### config.mk
export PLATFORM = sky130hd
export DESIGN_NAME = alu_req_sched_flat
export DESIGN_NICKNAME = d
export VERILOG_FILES = /design/src/rtl/alu_req_sched_pkg.sv /design/src/rtl/alu_req_sched_if.sv /design/src/rtl/alu_req_sched_arb.sv /design/src/rtl/alu_req_sched.sv /design/src/flat_wrapper.sv
export SDC_FILE = /design/constraint.sdc
export NUM_CORES = 1
export LEC_CHECK = 0
export BUFFER_PORTS_ARGS = -buffer_cell sky130_fd_sc_hd__buf_2
export CAP_MARGIN = 20
export CORE_ASPECT_RATIO = 1.75
export CORE_MARGIN = 10
export CORE_UTILIZATION = 46
export CTS_CLUSTER_DIAMETER = 150
export DETAILED_ROUTE_END_ITERATION = 8
export PLACE_DENSITY = 0.78
export SYNTH_ARGS = -nofsm -noshare
export SYNTH_HDL_FRONTEND = slang
export SYNTH_SLANG_ARGS = --single-unit
### constraint.sdc
create_clock -name clk -period 3.2 [get_ports clk]
set_input_delay 0.16 -clock clk [delete_from_list [all_inputs] [get_ports clk]]
set_output_delay 0.16 -clock clk [all_outputs]
set_load 0.1 [all_outputs]
### src/rtl/alu_req_sched_pkg.sv
// Shared types and widths for the ALU request scheduler.
// Optional feature macro: ALU_REQ_SCHED_FIXED_PRIO_EN (see alu_rr_arbiter).
package alu_ctrl_pkg;

    localparam int OPND_W = 4;
    localparam int RES_W  = 5;
    localparam int LAT_W  = 3;

    typedef enum logic [1:0] {
        OP_ADD   = 2'b00,
        OP_SUB   = 2'b01,
        OP_NOT_A = 2'b10,
        OP_ROR_B = 2'b11
    } alu_op_t;

    typedef enum logic [1:0] {
        IDLE = 2'b00,
        EXEC = 2'b01,
        RESP = 2'b10
    } sched_state_t;

endpackage

### src/rtl/alu_req_sched_if.sv
// Requester and response channels of the ALU request scheduler.
// The scheduler uses the slave view, the requester/consumer side the master view.
interface alu_req_sched_if
    import alu_ctrl_pkg::*;
#(
    parameter int NUM_REQ = 4
);

    localparam int ID_W = $clog2(NUM_REQ);

    logic [NUM_REQ-1:0]        req_valid;
    logic [NUM_REQ-1:0]        req_ready;
    logic [2*NUM_REQ-1:0]      req_opcode;
    logic [OPND_W*NUM_REQ-1:0] req_a;
    logic [OPND_W*NUM_REQ-1:0] req_b;

    logic                      rsp_valid;
    logic                      rsp_ready;
    logic [RES_W-1:0]          rsp_c;
    logic [ID_W-1:0]           rsp_id;

    modport slave (
        input  req_valid,
        input  req_opcode,
        input  req_a,
        input  req_b,
        input  rsp_ready,
        output req_ready,
        output rsp_valid,
        output rsp_c,
        output rsp_id
    );

    modport master (
        output req_valid,
        output req_opcode,
        output req_a,
        output req_b,
        output rsp_ready,
        input  req_ready,
        input  rsp_valid,
        input  rsp_c,
        input  rsp_id
    );

endinterface

### src/rtl/alu_req_sched_arb.sv
// Requester arbiter for the ALU scheduler.
// Default: round-robin search starting at rr_ptr.
// With ALU_REQ_SCHED_FIXED_PRIO_EN defined: lowest asserted index wins and
// the rr_ptr input disappears.
module alu_rr_arbiter #(
    parameter int NUM_REQ = 4,
    localparam int ID_W = $clog2(NUM_REQ)
) (
    input  logic [NUM_REQ-1:0] req,
`ifndef ALU_REQ_SCHED_FIXED_PRIO_EN
    input  logic [ID_W-1:0]    rr_ptr,
`endif
    input  logic               grant_en,
    output logic [NUM_REQ-1:0] grant,
    output logic [ID_W-1:0]    grant_idx
);

    logic found;

`ifdef ALU_REQ_SCHED_FIXED_PRIO_EN

    // Pick the lowest-numbered pending requester.
    always_comb begin
        found     = 1'b0;
        grant_idx = '0;
        for (int i = 0; i < NUM_REQ; i++) begin
            if (!found && req[i]) begin
                found     = 1'b1;
                grant_idx = ID_W'(i);
            end
        end
    end

`else

    // One extra bit so the pointer+offset sum can be wrapped without modulo.
    localparam int SUM_W = ID_W + 1;

    logic [SUM_W-1:0] cand;

    // Walk the requesters starting at rr_ptr, wrapping past NUM_REQ-1.
    always_comb begin
        found     = 1'b0;
        grant_idx = '0;
        cand      = '0;
        for (int i = 0; i < NUM_REQ; i++) begin
            cand = {1'b0, rr_ptr} + SUM_W'(i);
            if (cand >= SUM_W'(NUM_REQ)) begin
                cand = cand - SUM_W'(NUM_REQ);
            end
            if (!found && req[cand[ID_W-1:0]]) begin
                found     = 1'b1;
                grant_idx = cand[ID_W-1:0];
            end
        end
    end

`endif

    // Turn the winner into a one-hot strobe, only when granting is allowed.
    always_comb begin
        grant = '0;
        if (grant_en && found) begin
            grant[grant_idx] = 1'b1;
        end
    end

endmodule

### src/rtl/alu_req_sched.sv
// Shares one 4-bit signed ALU between NUM_REQ requesters.
// One operation is in flight at a time: accept, wait ALU_LAT clocks,
// return the tagged result and wait for the consumer.
// Optional feature macro: ALU_REQ_SCHED_FIXED_PRIO_EN (fixed priority,
// lowest index wins, no round-robin pointer).
module alu_req_sched
    import alu_ctrl_pkg::*;
#(
    parameter int NUM_REQ = 4,
    parameter int ALU_LAT = 1,
    localparam int ID_W = $clog2(NUM_REQ)
) (
    input  logic                     clk,
    input  logic                     reset,
    alu_req_sched_if.slave           bus,
    output logic [1:0]               alu_opcode,
    output logic signed [OPND_W-1:0] alu_a,
    output logic signed [OPND_W-1:0] alu_b,
    input  logic signed [RES_W-1:0]  alu_c
);

    sched_state_t       state;
    sched_state_t       state_next;

    logic [LAT_W-1:0]   lat_cnt;

    logic [NUM_REQ-1:0] grant;
    logic [ID_W-1:0]    grant_idx;
    logic               grant_en;
    logic               granted;

    alu_op_t            sel_op;
    logic [OPND_W-1:0]  sel_a;
    logic [OPND_W-1:0]  sel_b;

    logic               rsp_valid_q;
    logic [RES_W-1:0]   rsp_c_q;
    logic [ID_W-1:0]    rsp_id_q;

    // Granting is only legal while idle and out of reset, so req_ready is
    // guaranteed low during reset even though the state is forced to IDLE.
    assign grant_en = (state == IDLE) && reset;
    assign granted  = |grant;

`ifdef ALU_REQ_SCHED_FIXED_PRIO_EN

    alu_rr_arbiter #(
        .NUM_REQ  (NUM_REQ)
    ) u_arb (
        .req      (bus.req_valid),
        .grant_en (grant_en),
        .grant    (grant),
        .grant_idx(grant_idx)
    );

`else

    logic [ID_W-1:0] rr_ptr;

    alu_rr_arbiter #(
        .NUM_REQ  (NUM_REQ)
    ) u_arb (
        .req      (bus.req_valid),
        .rr_ptr   (rr_ptr),
        .grant_en (grant_en),
        .grant    (grant),
        .grant_idx(grant_idx)
    );

    // Advance the round-robin pointer past the winner, only on a grant.
    always_ff @(posedge clk or negedge reset) begin
        if (!reset) begin
            rr_ptr <= '0;
        end else if (granted) begin
            if (grant_idx == ID_W'(NUM_REQ - 1)) begin
                rr_ptr <= '0;
            end else begin
                rr_ptr <= grant_idx + 1'b1;
            end
        end
    end

`endif

    // Select the winning requester's opcode and operands from the packed buses.
    always_comb begin
        sel_op = OP_ADD;
        sel_a  = '0;
        sel_b  = '0;
        for (int i = 0; i < NUM_REQ; i++) begin
            if (grant_idx == ID_W'(i)) begin
                sel_op = alu_op_t'(bus.req_opcode[2*i +: 2]);
                sel_a  = bus.req_a[OPND_W*i +: OPND_W];
                sel_b  = bus.req_b[OPND_W*i +: OPND_W];
            end
        end
    end

    // State register.
    always_ff @(posedge clk or negedge reset) begin
        if (!reset) begin
            state <= IDLE;
        end else begin
            state <= state_next;
        end
    end

    // Next-state logic: accept, wait out the ALU latency, hand off the result.
    always_comb begin
        state_next = state;
        case (state)
            IDLE: begin
                if (granted) begin
                    state_next = EXEC;
                end
            end
            EXEC: begin
                if (lat_cnt == '0) begin
                    state_next = RESP;
                end
            end
            RESP: begin
                if (bus.rsp_ready) begin
                    state_next = IDLE;
                end
            end
            default: begin
                state_next = IDLE;
            end
        endcase
    end

    // Operand latch, latency counter and response registers; ALU inputs stay
    // frozen from accept until the next accept so the ALU sees stable values.
    always_ff @(posedge clk or negedge reset) begin
        if (!reset) begin
            alu_opcode  <= 2'b00;
            alu_a       <= '0;
            alu_b       <= '0;
            lat_cnt     <= '0;
            rsp_valid_q <= 1'b0;
            rsp_c_q     <= '0;
            rsp_id_q    <= '0;
        end else begin
            case (state)
                IDLE: begin
                    if (granted) begin
                        alu_opcode <= sel_op;
                        alu_a      <= sel_a;
                        alu_b      <= sel_b;
                        rsp_id_q   <= grant_idx;
                        lat_cnt    <= LAT_W'(ALU_LAT);
                    end
                end
                EXEC: begin
                    if (lat_cnt == '0) begin
                        rsp_c_q     <= alu_c;
                        rsp_valid_q <= 1'b1;
                    end else begin
                        lat_cnt <= lat_cnt - 1'b1;
                    end
                end
                RESP: begin
                    if (bus.rsp_ready) begin
                        rsp_valid_q <= 1'b0;
                    end
                end
                default: begin
                    rsp_valid_q <= 1'b0;
                end
            endcase
        end
    end

    assign bus.req_ready = grant;
    assign bus.rsp_valid = rsp_valid_q;
    assign bus.rsp_c     = rsp_c_q;
    assign bus.rsp_id    = rsp_id_q;

endmodule

### src/flat_wrapper.sv
// flat-port wrapper written by rule: the top's interface ports become plain ports
module alu_req_sched_flat import alu_ctrl_pkg::*;
#(
    parameter int NUM_REQ = 4,
    parameter int ALU_LAT = 1,
    localparam int ID_W = $clog2(NUM_REQ)
)
  (clk, reset, alu_opcode, alu_a, alu_b, alu_c, bus_req_valid, bus_req_opcode, bus_req_a, bus_req_b, bus_rsp_ready, bus_req_ready, bus_rsp_valid, bus_rsp_c, bus_rsp_id);
  alu_req_sched_if #(.NUM_REQ(NUM_REQ)) bus_i ();
  input  logic clk;
  input  logic reset;
  output logic [1:0] alu_opcode;
  output logic signed [OPND_W-1:0] alu_a;
  output logic signed [OPND_W-1:0] alu_b;
  input  logic signed [RES_W-1:0] alu_c;
  input wire logic [$bits(bus_i.req_valid)-1:0] bus_req_valid;
  input wire logic [$bits(bus_i.req_opcode)-1:0] bus_req_opcode;
  input wire logic [$bits(bus_i.req_a)-1:0] bus_req_a;
  input wire logic [$bits(bus_i.req_b)-1:0] bus_req_b;
  input wire logic [$bits(bus_i.rsp_ready)-1:0] bus_rsp_ready;
  output wire logic [$bits(bus_i.req_ready)-1:0] bus_req_ready;
  output wire logic [$bits(bus_i.rsp_valid)-1:0] bus_rsp_valid;
  output wire logic [$bits(bus_i.rsp_c)-1:0] bus_rsp_c;
  output wire logic [$bits(bus_i.rsp_id)-1:0] bus_rsp_id;
  assign bus_i.req_valid = bus_req_valid;
  assign bus_i.req_opcode = bus_req_opcode;
  assign bus_i.req_a = bus_req_a;
  assign bus_i.req_b = bus_req_b;
  assign bus_i.rsp_ready = bus_rsp_ready;
  assign bus_req_ready = bus_i.req_ready;
  assign bus_rsp_valid = bus_i.rsp_valid;
  assign bus_rsp_c = bus_i.rsp_c;
  assign bus_rsp_id = bus_i.rsp_id;
  alu_req_sched #(.NUM_REQ(NUM_REQ), .ALU_LAT(ALU_LAT)) u_core (.clk(clk), .reset(reset), .bus(bus_i), .alu_opcode(alu_opcode), .alu_a(alu_a), .alu_b(alu_b), .alu_c(alu_c));
endmodule
### Word level (Yosys, flattened, before mapping)

Index checks and enable logic that the tools add are counted.
Widths: inputs -> output; s select.

* flip-flop bits (word level): 25
* input bits: 52

* add/sub/neg operators: 9
* order comparisons: 10
* equal/unequal tests: 9
* multiplexer cells: 46
* bitwise operators: 1
* reduce and logical (&&, ||, !) cells: 19

Operators with widths (number)
* $mux 4: 9
* $mux 2: 16
* $lt 2x3->1 const B: 5
* $mux 1: 11
* $ge 3x3->1 const B: 3
* $reduce_and 3->1: 3
* $bmux 1 s2: 4
* $sub 2x1->2 const B: 4
* $add 2x2->3 const B: 2
* $eq 2x2->1 const B: 3
* $logic_and 1x1->1: 6
* $mux 3: 2
* $pmux 2 s3: 1
* $pmux 3 s2: 1
* $eq 2x1->1 const B: 2
* $logic_not 2->1: 2
* $ne 2x1->1 const B: 2
* $ne 2x2->1 const B: 2
* $reduce_and 2->1: 2
* $reduce_or 4->1: 1
* $add 2x1->3 const B: 1
* $ge 2x3->1 const B: 1
* $logic_not 1->1: 3
* $logic_not 3->1: 1
* other kinds (7): 7

### Depth between registers and ports, before layout

Gate-level depths: netlist (run 1).

* depth after elaboration: 22
* gate-level depth with buffers: 8

### Modules after synthesis

From an unflattened synthesis (run 1), not the netlist that was laid out.

* cell total of the unflattened synthesis: 147
* area, all modules: 1473.9 um^2

Modules (own cells, without submodules)
* alu_req_sched: times used 1, cells each 128, area an instance 1338.8 um^2
* alu_rr_arbiter: times used 1, cells each 19, area an instance 135.1 um^2

### Least setup slack after synthesis (run 1)

Ideal clock, no wire load.

* path type: flip-flop to output port
* start: register u_core.rr_ptr[1]
* end: output port bus_req_ready[3]
* arrival: 3.468 ns
* setup slack: -0.428 ns
* cell stages (with the launch flop): 8
* path through: dfrtp_1 -> nand2_1 -> a21oi_1 -> nor3_1 -> ha_1 -> inv_1 -> clkbuf_1 -> nor3_1

* cells in the longest elaborated chain, start to end: 19
* elaborated cells between the ends (all ways): 44
* classes of those cells: add/sub (7); order compare (6); mux (23); reduce/logical (8)

Ends and longest elaborated chain
* from (decl): line alu_req_sched.sv:58 `logic [ID_W-1:0] rr_ptr;`
* from (signal assigned): line alu_req_sched.sv:78 `rr_ptr <= grant_idx + 1'b1;`
* branches (longest 13 deep; another with $add 2x1->3)
* $mux 2 (*): line alu_req_sched_arb.sv:51 `if (!found && req[cand[ID_W-1:0]]) begin`
* net u_core.grant_idx[1]: line alu_req_sched.sv:28 `logic [ID_W-1:0] grant_idx;`
* $lt 2x3->1 (not written as such) / $ge 2x1->1 (equally long branches): line alu_req_sched_arb.sv:64 `grant[grant_idx] = 1'b1;`
* $logic_and 1x1->1 (not written as such): line alu_req_sched_arb.sv:64
* $mux 1 (not written as such): line alu_req_sched_arb.sv:64
* $demux 1 s2 (*): line alu_req_sched_arb.sv:64
* $mux 4 (*): line alu_req_sched_arb.sv:63 `if (grant_en && found) begin`
* to (decl): line flat_wrapper.sv:21 `output wire logic [$bits(bus_i.req_ready)-1:0] bus_req_ready;`

Mark *: on every way through the listed nets, which the timed path passes. The select of a mux whose other input is x is not followed.

### Worst setup path in the final report (run 1)

Same ends and word-level chain as after synthesis.

==> results of run 1 <==
-- path summary, 6_finish.rpt --
check / end / slack [ns] / depth (start not counted) / from
worst min register to register: u_core.alu_b[1]$_DFFE_PN0P_ / 0.51 / 2 / u_core.alu_b[1]$_DFFE_PN0P_
min in group asynchronous: u_core.state[0]$_DFFE_PN0P_ / 0.25 / 2 / reset
worst max register to register: u_core.alu_b[2]$_DFFE_PN0P_ / 0.61 / 7 / u_core.rr_ptr[1]$_DFFE_PN0P_
worst min-delay path: u_core.bus.rsp_c[4]$_DFFE_PN0P_ / 0.11 / 2 / alu_c[4]
max in group asynchronous: u_core.alu_b[3]$_DFFE_PN0P_ / 2.44 / 3 / reset
worst max-delay path: bus_req_ready[3] / 0.59 / 7 / u_core.rr_ptr[1]$_DFFE_PN0P_
-- what timing repair did --
item	4_1_cts	5_1_grt
hold buffers	1	0
endpoints found under the setup margin	0	0
endpoints found under the hold margin	25	0
-- cells in the final DEF, fill, tap and decap left out, types with 3 or more instances in the layout --
cell,n
sky130_fd_sc_hd__ha_1,6
sky130_fd_sc_hd__nor2_1,3
sky130_fd_sc_hd__mux2_2,6
sky130_fd_sc_hd__a221oi_1,10
sky130_fd_sc_hd__o31ai_1,22
sky130_fd_sc_hd__o22ai_1,11
sky130_fd_sc_hd__nand2b_1,6
sky130_fd_sc_hd__a31oi_1,3
sky130_fd_sc_hd__clkbuf_8,3
sky130_fd_sc_hd__a21oi_1,3
sky130_fd_sc_hd__and3_1,3
sky130_fd_sc_hd__buf_2,73
sky130_fd_sc_hd__dfrtp_1,25
sky130_fd_sc_hd__nand2_1,4
sky130_fd_sc_hd__inv_1,4
-- per-layer routing --
metal	part of all wire, %	GRT usage (%)	vias to the layer above
met5	0	0	-
met4	0.50	3.477	0
met3	11	4.965	4
met2	49	25.53	70
met1	40	15.84	717
li1	-	-	727
-- worst max-delay path, cell delays in order (launching register included) --
cell,delay [ns]
sky130_fd_sc_hd__dfrtp_1,0.45
sky130_fd_sc_hd__nand2_1,0.10
sky130_fd_sc_hd__a21oi_1,0.09
sky130_fd_sc_hd__nor3_1,0.28
sky130_fd_sc_hd__ha_1,0.33
sky130_fd_sc_hd__inv_1,0.24
sky130_fd_sc_hd__nor3_2,0.22
sky130_fd_sc_hd__buf_2,0.46
-- cells by family after synthesis --
logic type               Yosys count
AND/OR/NAND/NOR                   34
buffers and inverters             14
multiplexers                       8
AO/OA/AOI/OAI                     59
XOR/XNOR                           1
adder cells (fa/ha/maj)            6
flip-flops                        25
-- state kept, by name (all words and copies together) (netlist names) --
name,count
u_core.alu_a,4
u_core.alu_b,4
u_core.alu_opcode,2
u_core.bus.rsp_c,5
u_core.bus.rsp_id,2
u_core.bus.rsp_valid,1
u_core.lat_cnt,3
u_core.rr_ptr,2
u_core.state,2
-- per-stage QoR --
step	power (uW)	hold WS (ns)	utilization [%]	instance area (um2)
6_report	2579	0.1136	60.08	2021
5_1_grt	2747	0.1162	60.08	2021
4_1_cts	2602	0.1045	60.08	2021
3_5_place_dp	2405	-0.01265	58.33	1962
3_3_place_gp	2379	-0.008360	58.33	1962
2_1_floorplan	2103	-0.1356	-	1584
-- power by group through the flow --
stage               Clock (uW)  Sequential [uW]  Combinational, uW
detailed placement           0              571               1830
CTS                        202              564               1840
global placement             0              565               1810
finish                     191              564               1820
global route               211              591               1940
floorplan                    0             1310                789
-- layout make-up --
cell class              instances  area (um2)  share of cell area [%]
multi-input cells             108       884.6                   43.78
inverters                       4       15.01                  0.7430
repair buffers                 76       390.4                   19.32
clock buffers                   3       41.29                   2.043
clock inverters                 1       7.507                  0.3715
flip-flops and latches         25       625.6                   30.96
well taps                      45       56.30                   2.786
==> summary.md, run 1 <==
| Metric | Value |
|---|---|
| Result of the run | complete, no violations |
| Post-Route WL | 4.599 mm |
| Crit share post-route | 81.62% |
| Global routing usage summed across all routing layers | 14.48% |
| Fin crit period | 2.612 ns |
| Fraction of registers with async set/reset | 100.0% |
| DR vias/cell | 5.794 |
| Synth area leaders | sky130_fd_sc_hd__dfrtp_1 (40%), sky130_fd_sc_hd__o31ai_1 (10%), sky130_fd_sc_hd__a221oi_1 (5.5%) |
| DRC | 0 |
| Floorplan die height | 97.51 um |
| Violation count after the first detailed-routing iteration | 77 |
| Share of the synthesized area in compound gates (AO/OA/AOI/OAI) | 28.61% |
| Total Neg Setup Slack | 0 ns |
| Number of synthesized register bits | 25 |
| Required time of the worst setup path | 3.04 ns |
| Switching power share of the total | 60.83% |
| Clock tree root driver cell | sky130_fd_sc_hd__clkbuf_8 |
| Worst setup margin | 0.5882 ns |
| Setup bufs post-CTS | 0 |
| Synthesis warning total | 0 |
| P_sw | 1569 uW |
| Overall die area | 6269 um2 |
| Number of setup violations in the final report | 0 |
| Net count after synthesis | 205 |
| Post-synthesis average cell area | 10.74 um2 |
| Synthesis-to-layout area growth | 27.97% |
| Synthesized netlist cell count | 147 |
| Initial antenna violation count | 0 |
| Num rows | 28 |
| Routability Congestion | 0.8260 |
| Total number of vias | 1518 |
| Final hold vios | 0 |
| CP arrival | 2.45 ns |
| Final Slew Violations | 0 |
| PwrDens | 1276 nW/um2 |
| Final net count | 276 |
| Number of I/O port buffers | 73 |
| Number of flops mapped to enable cells by yosys | 0 |
| CTS tree | built |
| Share of the synthesized area in the top cell type | 39.62% |
| Total global routing overflow | 0 |
| Multiplexer share of the synthesized area | 5.864% |
| Setup repair after global routing missed its margin | false |
| Maximum clock frequency | 0.3829 GHz |
| IR Drop Worst-Case VDD | 0.7953 mV |
| Starting Density | 46.95% |
| Combinational cell fraction of total power | 70.7% |
| Number of max-cap violations | 0 |
| Final standard cell count with taps included and fillers excluded | 262 |
| Arithmetic-cell share of the synthesized area counting full adders, half adders and majority gates | 4.754% |
| Netlist cell types | 41 |
| Startpoint type of the worst setup path | register |
| Combinational family with the most area after synthesis | compound AO/OA/AOI/OAI gates |
| Transition time at the pin with the least slew margin | 0.9361 ns |
| Placed wire-length estimate after detailed placement | 3.791 mm |
| First drt pass iteration count | 4 |
| Internal Power | 1010 uW |
| Clock-pin slew on the worst setup and hold paths | 0.09 ns |
| Part of the total power dissipated in the clock network | 7.4% |
| Number of antenna cells inserted | 0 |
| WL/cell | 17.55 um |
| Setup Crit Path Kind | register to output port |
| Placeable Area | 3363 um2 |
| Endpoint class of the critical path | output port |
| Via count of the first global-routing pass | 1635 |
| Clock network latency to the later pin of the worst-skew pair | 0.27 ns |
| Hold Path Class | input port to register |
| Top-level port count | 74 |
| First-pass GRT wire length | 7.665 mm |
| Fraction of layout instances using a drive strength above 1 | 43.78% |
| Share of synthesized cell area in and, or, nand and nor gates | 15.93% |
| Synth top cells by count | sky130_fd_sc_hd__dfrtp_1 (25), sky130_fd_sc_hd__o31ai_1 (22), sky130_fd_sc_hd__o22ai_1 (11) |
| Number of fill cells in the layout | 313 |
| Layout Skew | 0.002353 ns |
| Cell taking the most area after synthesis | sky130_fd_sc_hd__dfrtp_1 |
| Power share of the sequential group | 21.9% |
| Pre-CTS WS | 0.6410 ns |
| Most frequent cell after synthesis | sky130_fd_sc_hd__dfrtp_1 |
| Buffer levels on the longest clock path | 2 |
| Commonest register cell after synthesis | sky130_fd_sc_hd__dfrtp_1 |
| Static Leak | 0.0009546 uW |
| Clock buffers created by TritonCTS | 3 |
| Xor-xnor portion of the synthesized cell area | 0.5547% |
| Inst Count DP | 257 |
| Post-cts gate resize count | 0 |
| H-tree depth reported by CTS | 1 |
| Worst slew margin relative to its limit | 37.12% |
| Number of routed nets with antenna violations | 0 |
| Width of the die | 64.29 um |
| Max FO, Critical Path | 11 |
| Cell Area, Synth | 1579 um2 |
| CTS sink count | 25 |
| Share of synthesized area occupied by flip-flops and latches | 39.62% |
| Largest net degree at the start of global routing | 23 |
Power figures use the tool's default switching activity.
==> inputs of run 2 (changes only) <==
--- a/config.mk
+++ b/config.mk
@@ -5,11 +5,12 @@
 export SDC_FILE = /design/constraint.sdc
 export NUM_CORES = 1
 export LEC_CHECK = 0
+export ABC_AREA = 1
 export BUFFER_PORTS_ARGS = -buffer_cell sky130_fd_sc_hd__buf_2
 export CAP_MARGIN = 20
 export CORE_ASPECT_RATIO = 1.75
 export CORE_MARGIN = 10
-export CORE_UTILIZATION = 46
+export CORE_UTILIZATION = 47
 export CTS_CLUSTER_DIAMETER = 150
 export DETAILED_ROUTE_END_ITERATION = 8
 export PLACE_DENSITY = 0.78
==> constraint.sdc (replaced) <==
create_clock -name clk -period 2.5 [get_ports clk]
set_input_delay 0.125 -clock clk [delete_from_list [all_inputs] [get_ports clk]]
set_output_delay 0.125 -clock clk [all_outputs]
set_load 0.1 [all_outputs]
==> run 2 against run 1 <==
- the run now ends with setup timing left
- non-clock buffer count rose by 47
- utilization rose by 28 points
- via count rose by 49%
- final cell count rose by 55%
- flip-flop and latch count did not move
- count of clock-buffer cells in the layout did not move
- die area rose by 4.0%
- design area rose by 49%
- critical endpoint is now u_core.alu_a[3]$_DFFE_PN0P_
==> summary.md, run 2 <==
| Metric | Value |
|---|---|
| Result of the run | finished, violations left |
| Violations in the final reports | setup timing |
| Total global routing overflow | 0 |
| Layout Skew | 0.01245 ns |
| Floorplan die height | 99.60 um |
| Combinational family with the most area after synthesis | simple AND/OR/NAND/NOR gates |
| Number of fill cells in the layout | 159 |
| Via count of the first global-routing pass | 2227 |
| Buffer levels on the longest clock path | 2 |
| Share of synthesized cell area in and, or, nand and nor gates | 35.22% |
| Multiplexer share of the synthesized area | 3.309% |
| Top-level port count | 74 |
| Cell taking the most area after synthesis | sky130_fd_sc_hd__dfrtp_1 |
| WL/cell | 19.21 um |
| Final standard cell count with taps included and fillers excluded | 407 |
| Fin crit period | 2.759 ns |
| Share of the synthesized area in compound gates (AO/OA/AOI/OAI) | 11.18% |
| H-tree depth reported by CTS | 1 |
| Worst setup margin | -0.2590 ns |
| Clock network latency to the later pin of the worst-skew pair | 0.29 ns |
| R2R depth | 17 |
| Min-Delay Startpoint | alu_c[2] |
| Crit share post-route | 110.4% |
| Hold path depth | 2 |
| Most used cells in the layout excluding fill and tap cells | sky130_fd_sc_hd__buf_2 (70), sky130_fd_sc_hd__nand2_1 (66), sky130_fd_sc_hd__buf_4 (34) |
| Routability Congestion | 0.9024 |
| Startpoint type of the worst setup path | register |
| Largest net degree at the start of global routing | 26 |
| Share of synthesized area occupied by flip-flops and latches | 36.76% |
| Number of routed nets with antenna violations | 0 |
| Max FO, Critical Path | 8 |
| First drt pass iteration count | 4 |
| Number of antenna cells inserted | 0 |
| Largest stage delay on the critical path | 0.47 ns |
| Total number of vias | 2259 |
| CP arrival | 2.94 ns |
| Share of the synthesized area in the top cell type | 36.76% |
| Most frequent cell after synthesis | sky130_fd_sc_hd__nand2_1 |
| Leading cell type in the layout, fill and taps excluded | sky130_fd_sc_hd__buf_2 |
| Endpoint class of the critical path | register |
| Cell-by-cell listing of the critical path | clkinv_4, nand2_2, nand2_2, nand2_2, nand2_4, nor2_4, nand2_2, or2_1, a21oi_2, inv_2, ha_4, o211ai_1, buf_4, nand2_8, buf_4, nand2_1, nand2_1 |
| Synthesized netlist cell count | 245 |
| Hold Path Class | input port to register |
| DRC | 0 |
| DR vias/cell | 5.550 |
| Netlist cell types | 26 |
| CTS tree | built |
| Setup slack on the worst flop-to-flop path | -0.26 ns |
| WHS | 0.06811 ns |
| Required time of the worst setup path | 2.69 ns |
| Post-synthesis average cell area | 6.945 um2 |
| Final net count | 421 |
| Worst slew margin relative to its limit | 64.59% |
| RR Startpoint | u_core.rr_ptr[0]$_DFFE_PN0P_ |
| Origin of the worst setup path | u_core.rr_ptr[0]$_DFFE_PN0P_ |
| Cell class contributing the biggest share of worst-path delay | simple AND/OR/NAND/NOR gates |
| Initial antenna violation count | 0 |
| Number of setup violations in the final report | 22 |
| Xor-xnor portion of the synthesized cell area | 0.5147% |
| Number of flops mapped to enable cells by yosys | 0 |
| CTS sink count | 25 |
| Width of the die | 65.49 um |
| Clock tree root driver cell | sky130_fd_sc_hd__clkbuf_8 |
| R2r endpoint | u_core.alu_a[3]$_DFFE_PN0P_ |
| First-pass GRT wire length | 9.970 mm |
| Num rows | 28 |
| Maximum clock frequency | 0.3625 GHz |
| Net count after synthesis | 303 |
| Number of max-cap violations | 0 |
| Global routing usage summed across all routing layers | 18.57% |
| Starting Density | 49.56% |
| Synth area leaders | sky130_fd_sc_hd__dfrtp_1 (37%), sky130_fd_sc_hd__nand2_1 (21%), sky130_fd_sc_hd__o21ai_0 (6.8%) |
| Final Slew Violations | 0 |
| Clock-pin slew on the worst setup and hold paths | 0.10 ns |
| CP bufs+invs | 4 |
| Inst Count DP | 377 |
| Final hold vios | 0 |
| Fraction of registers with async set/reset | 100.0% |
| Placeable Area | 3433 um2 |
| Number of I/O port buffers | 73 |
| Flip-flop count of the largest register after layout | 5 |
| Most frequent CP cell | sky130_fd_sc_hd__nand2_2 |
| Clock buffers created by TritonCTS | 3 |
| Number of synthesized register bits | 25 |
| Worst-case hold path end point | u_core.bus.rsp_c[2]$_DFFE_PN0P_ |
| Cell Area, Synth | 1702 um2 |
| Violation count after the first detailed-routing iteration | 132 |
| Setup Crit Path Kind | register to register |
| Setup repair after global routing missed its margin | true |
| Synthesis warning total | 0 |
| Transition time at the pin with the least slew margin | 0.5300 ns |
| Post-Route WL | 7.817 mm |
| Arithmetic-cell share of the synthesized area counting full adders, half adders and majority gates | 4.412% |
| Commonest register cell after synthesis | sky130_fd_sc_hd__dfrtp_1 |
| Placed wire-length estimate after detailed placement | 4.220 mm |
| Synth top cells by count | sky130_fd_sc_hd__nand2_1 (95), sky130_fd_sc_hd__dfrtp_1 (25), sky130_fd_sc_hd__o21ai_0 (23) |
| CP max stage cell | sky130_fd_sc_hd__dfrtp_2 |
| Overall die area | 6522 um2 |
| Fraction of layout instances using a drive strength above 1 | 58.56% |
| Synthesis-to-layout area growth | 77.50% |
-- run 2: changes by cell type after synthesis, moves of 10 or more --
cell,change
sky130_fd_sc_hd__a221oi_1,-10
sky130_fd_sc_hd__inv_1,+16
sky130_fd_sc_hd__nand2_1,+91
sky130_fd_sc_hd__o22ai_1,-11
sky130_fd_sc_hd__nand3_1,+16
sky130_fd_sc_hd__o21ai_0,+21
sky130_fd_sc_hd__o31ai_1,-22
-- run 2: cells by family after synthesis --
logic type,count (synthesis)
adder cells (fa/ha/maj),6
AO/OA/AOI/OAI,37
XOR/XNOR,1
multiplexers,5
AND/OR/NAND/NOR,139
buffers and inverters,32
flip-flops,25
-- run 2: repair_timing --
item	4_1_cts	5_1_grt
gates cloned	1	2
resized for setup	36	89
hold buffers	1	0
endpoints found under the setup margin	22	22
pin swaps	16	46
hold endpoints to repair	25	0
setup buffers	12	12
-- run 2: stage by stage --
step	TNS, ns	area (um2)	utilization (%)	setup slack (ns)
final	-4.079	3020	87.97	-0.2590
after detailed placement	-1.698	2371	69.06	-0.1312
after global routing	-6.467	3020	87.97	-0.3673
after CTS	-0.03363	2654	77.30	-0.02855
after floorplan	-0.1738	1758	-	-0.02627
after global placement	-0.5420	2371	69.06	-0.04676
-- run 2: how the worst max path moves through the flow --
| stage | endpoint | slack, ns | cells past startpoint |
|---|---|---|---|
| after global routing | u_core.alu_b[1]$_DFFE_PN0P_ | -0.37 | 19 |
| after global placement | u_core.alu_b[2]$_DFFE_PN0P_ | -0.05 | 18 |
| after detailed placement | u_core.lat_cnt[0]$_DFFE_PN0P_ | -0.13 | 16 |
| final | u_core.alu_a[3]$_DFFE_PN0P_ | -0.26 | 17 |
| after CTS | bus_req_ready[1] | -0.03 | 15 |
| after floorplan | bus_req_ready[3] | -0.03 | 14 |
-- run 2: area by class of cell --
cell class                 count  area [um2]  share of cell area (%)
sequential                    25       628.1                   20.80
clock inverter                 1       7.507                  0.2485
multi-input combinational    188        1291                   42.75
tap                           45       56.30                   1.864
clock buffer                   3       41.29                   1.367
timing repair buffer         123       888.4                   29.41
inverter                      22       107.6                   3.563
-- run 2: worst reg2reg max path, delay by kind of cell (launching register included) --
| kind | cells | cell delay [ns] |
|---|---|---|
| compound gates | 2 | 0.41 |
| buf+inv | 4 | 0.59 |
| simple gates | 10 | 1.01 |
| flops | 1 | 0.47 |
| fa+ha+maj | 1 | 0.20 |
-- run 2: layer usage --
metal / GRT usage (%) / up-vias / routed length, um
met1: 17.69 / 1060 / 2673
met5: 0 / - / 0
met4: 11.09 / 0 / 450
li1: - / 1017 / -
met2: 33.74 / 137 / 4099
met3: 5.056 / 45 / 594
Power of run 2 is not shown: default switching activity piles up to over one toggle a cycle in this logic, so the estimate is an artifact.
==> inputs of run 3 (changes only) <==
--- a/config.mk
+++ b/config.mk
@@ -14,6 +14,7 @@
 export CTS_CLUSTER_DIAMETER = 150
 export DETAILED_ROUTE_END_ITERATION = 8
 export PLACE_DENSITY = 0.78
+export SETUP_SLACK_MARGIN = 0.05
 export SYNTH_ARGS = -nofsm -noshare
 export SYNTH_HDL_FRONTEND = slang
 export SYNTH_SLANG_ARGS = --single-unit
==> run 3 against run 2 <==
- the flow still finishes with violations (setup timing)
- flip-flop and latch count unchanged
- design area decreased by 12%
- count of clock-buffer cells in the layout increased by 1
- maximum frequency increased by 4.3%
- worst hold slack improved by 0.014 ns
- utilization decreased by 10 points
- first-iteration DRC count decreased by 45%
- clock skew decreased by 0.0094 ns
- setup slack improved by 0.11 ns
- non-clock buffer count decreased by 10
- die area unchanged
- via count decreased by 9.5%
- largest cell class unchanged
==> summary.md, run 3 (synthesis gave the netlist of run 2 again) <==
| Metric | Value |
|---|---|
| Violations in the final reports | setup timing |
| WL/cell | 15.25 um |
| Number of setup violations in the final report | 22 |
| First-pass GRT wire length | 9.218 mm |
| Startpoint type of the worst setup path | register |
| Result of the run | finished, violations left |
| WHS | 0.08213 ns |
| Top-level port count | 74 |
| R2r endpoint | u_core.alu_a[2]$_DFFE_PN0P_ |
| CTS sink count | 25 |
| H-tree depth reported by CTS | 1 |
| Num rows | 28 |
| Leading cell type in the layout, fill and taps excluded | sky130_fd_sc_hd__nand2_1 |
| R2R depth | 18 |
| Crit share post-route | 105.8% |
| Fraction of layout instances using a drive strength above 1 | 46.02% |
| Required time of the worst setup path | 2.71 ns |
| Fin crit period | 2.645 ns |
| Total number of vias | 2044 |
| Endpoint class of the critical path | register |
| Clock network latency to the later pin of the worst-skew pair | 0.27 ns |
| Setup Crit Path Kind | register to register |
| CTS tree | built |
| Flip-flop count of the largest register after layout | 5 |
| Global routing usage summed across all routing layers | 17.15% |
| Worst slew margin relative to its limit | 66.18% |
| Synthesis-to-layout area growth | 56.69% |
| Number of routed nets with antenna violations | 0 |
| Floorplan die height | 99.60 um |
| Clock-pin slew on the worst setup and hold paths | 0.08 ns |
| Buffer levels on the longest clock path | 2 |
| Placed wire-length estimate after detailed placement | 4.184 mm |
| Total global routing overflow | 0 |
| Number of max-cap violations | 0 |
| Worst-case hold path end point | u_core.bus.rsp_c[2]$_DFFE_PN0P_ |
| Violation count after the first detailed-routing iteration | 73 |
| RR Startpoint | u_core.rr_ptr[0]$_DFFE_PN0P_ |
| Layout Skew | 0.003057 ns |
| Final Slew Violations | 0 |
| Final hold vios | 0 |
| Initial antenna violation count | 0 |
| Largest net degree at the start of global routing | 26 |
| Maximum clock frequency | 0.3780 GHz |
| Transition time at the pin with the least slew margin | 0.5063 ns |
| Starting Density | 49.56% |
| Width of the die | 65.49 um |
| Overall die area | 6522 um2 |
| Global-route met2 utilization | 31.47% |
| CP arrival | 2.86 ns |
| Clock buffers created by TritonCTS | 3 |
| Setup repair after global routing missed its margin | true |
| DR vias/cell | 5.149 |
| Most used routing layer in global routing | met2 |
| Final net count | 411 |
| Number of antenna cells inserted | 0 |
| Most used cells in the layout excluding fill and tap cells | sky130_fd_sc_hd__nand2_1 (89), sky130_fd_sc_hd__buf_2 (70), sky130_fd_sc_hd__buf_4 (31) |
| Post-Route WL | 6.053 mm |
| Setup slack on the worst flop-to-flop path | -0.15 ns |
| Placeable Area | 3433 um2 |
| Hold path depth | 2 |
| Max FO, Critical Path | 8 |
| Met1 GRT Util | 17.14% |
| Clock tree root driver cell | sky130_fd_sc_hd__clkbuf_8 |
| Routability Congestion | 0.8656 |
| First drt pass iteration count | 5 |
| Hold Path Class | input port to register |
| Worst setup margin | -0.1453 ns |
| DRC | 0 |
| Met3 Track Usage GR | 4.045% |
| Via count of the first global-routing pass | 2070 |
| Pre-CTS WS | -0.1515 ns |
| Number of I/O port buffers | 73 |
| Total Neg Setup Slack | -2.420 ns |
| Min-Delay Startpoint | alu_c[2] |
[run 3: repair_timing]
action	CTS	global route
hold buffers	1	0
buffers inserted	13	4
resized for setup	23	28
hold endpoints to repair	25	0
pin swaps	14	10
endpoints found under the setup margin	22	22
gates cloned	1	0
[run 3: worst max-delay path, stage by stage (launching register included)]
cell and delay [ns]:
sky130_fd_sc_hd__dfrtp_2 0.48, sky130_fd_sc_hd__clkinv_4 0.12, sky130_fd_sc_hd__nand2_1 0.09, sky130_fd_sc_hd__nand2_1 0.07, sky130_fd_sc_hd__nand2_1 0.08, sky130_fd_sc_hd__nand2_2 0.08
sky130_fd_sc_hd__nor2_4 0.10, sky130_fd_sc_hd__nand2_2 0.07, sky130_fd_sc_hd__or2_1 0.22, sky130_fd_sc_hd__a21oi_2 0.20, sky130_fd_sc_hd__buf_6 0.15, sky130_fd_sc_hd__ha_4 0.14
sky130_fd_sc_hd__buf_4 0.11, sky130_fd_sc_hd__o211ai_1 0.09, sky130_fd_sc_hd__buf_4 0.21, sky130_fd_sc_hd__nand2_8 0.11, sky130_fd_sc_hd__buf_6 0.14, sky130_fd_sc_hd__nand2_1 0.06
sky130_fd_sc_hd__nand2_1 0.07
[run 3: final cells by class]
cell class                      instances  area, um2
Clock buffer                            4      45.04
Multi-Input combinational cell        188       1082
Timing Repair Buffer                  113      752.0
Fill cell                             267      767.0
Inverter                               22      103.9
Sequential cell                        25      626.9
Tap cell                               45      56.30
[run 3: through the flow]
stage	util [%]	area (um2)	instances
6_report	77.66	2666	397
5_1_grt	77.66	2666	397
4_1_cts	75.07	2577	393
3_5_place_dp	68.04	2336	374
3_3_place_gp	68.04	2336	374
2_1_floorplan	-	1758	245
[run 3: worst max-delay path by stage]
stage               cells past startpoint                    startpoint  slack, ns                          endpoint
CTS                                    15  u_core.rr_ptr[0]$_DFFE_PN0P_       0.01                  bus_req_ready[1]
detailed placement                     16  u_core.rr_ptr[0]$_DFFE_PN0P_      -0.15       u_core.alu_b[2]$_DFFE_PN0P_
finish                                 18  u_core.rr_ptr[0]$_DFFE_PN0P_      -0.15       u_core.alu_a[2]$_DFFE_PN0P_
global placement                       14  u_core.rr_ptr[0]$_DFFE_PN0P_       -0.1     u_core.lat_cnt[1]$_DFFE_PN0P_
floorplan                              14  u_core.rr_ptr[0]$_DFFE_PN0P_      -0.03                  bus_req_ready[3]
global route                           20  u_core.rr_ptr[1]$_DFFE_PN0P_      -0.24  u_core.alu_opcode[0]$_DFFE_PN0P_
[run 3: per-layer routing]
layer / share of wire [%] / vias up / routed length (um)
met1: 36 / 953 / 2163
li1: - / 1001 / -
met3: 5.6 / 19 / 336
met4: 3.3 / 0 / 197
met2: 55 / 71 / 3355
met5: 0 / - / 0
Power of run 3 is left out for the same reason.
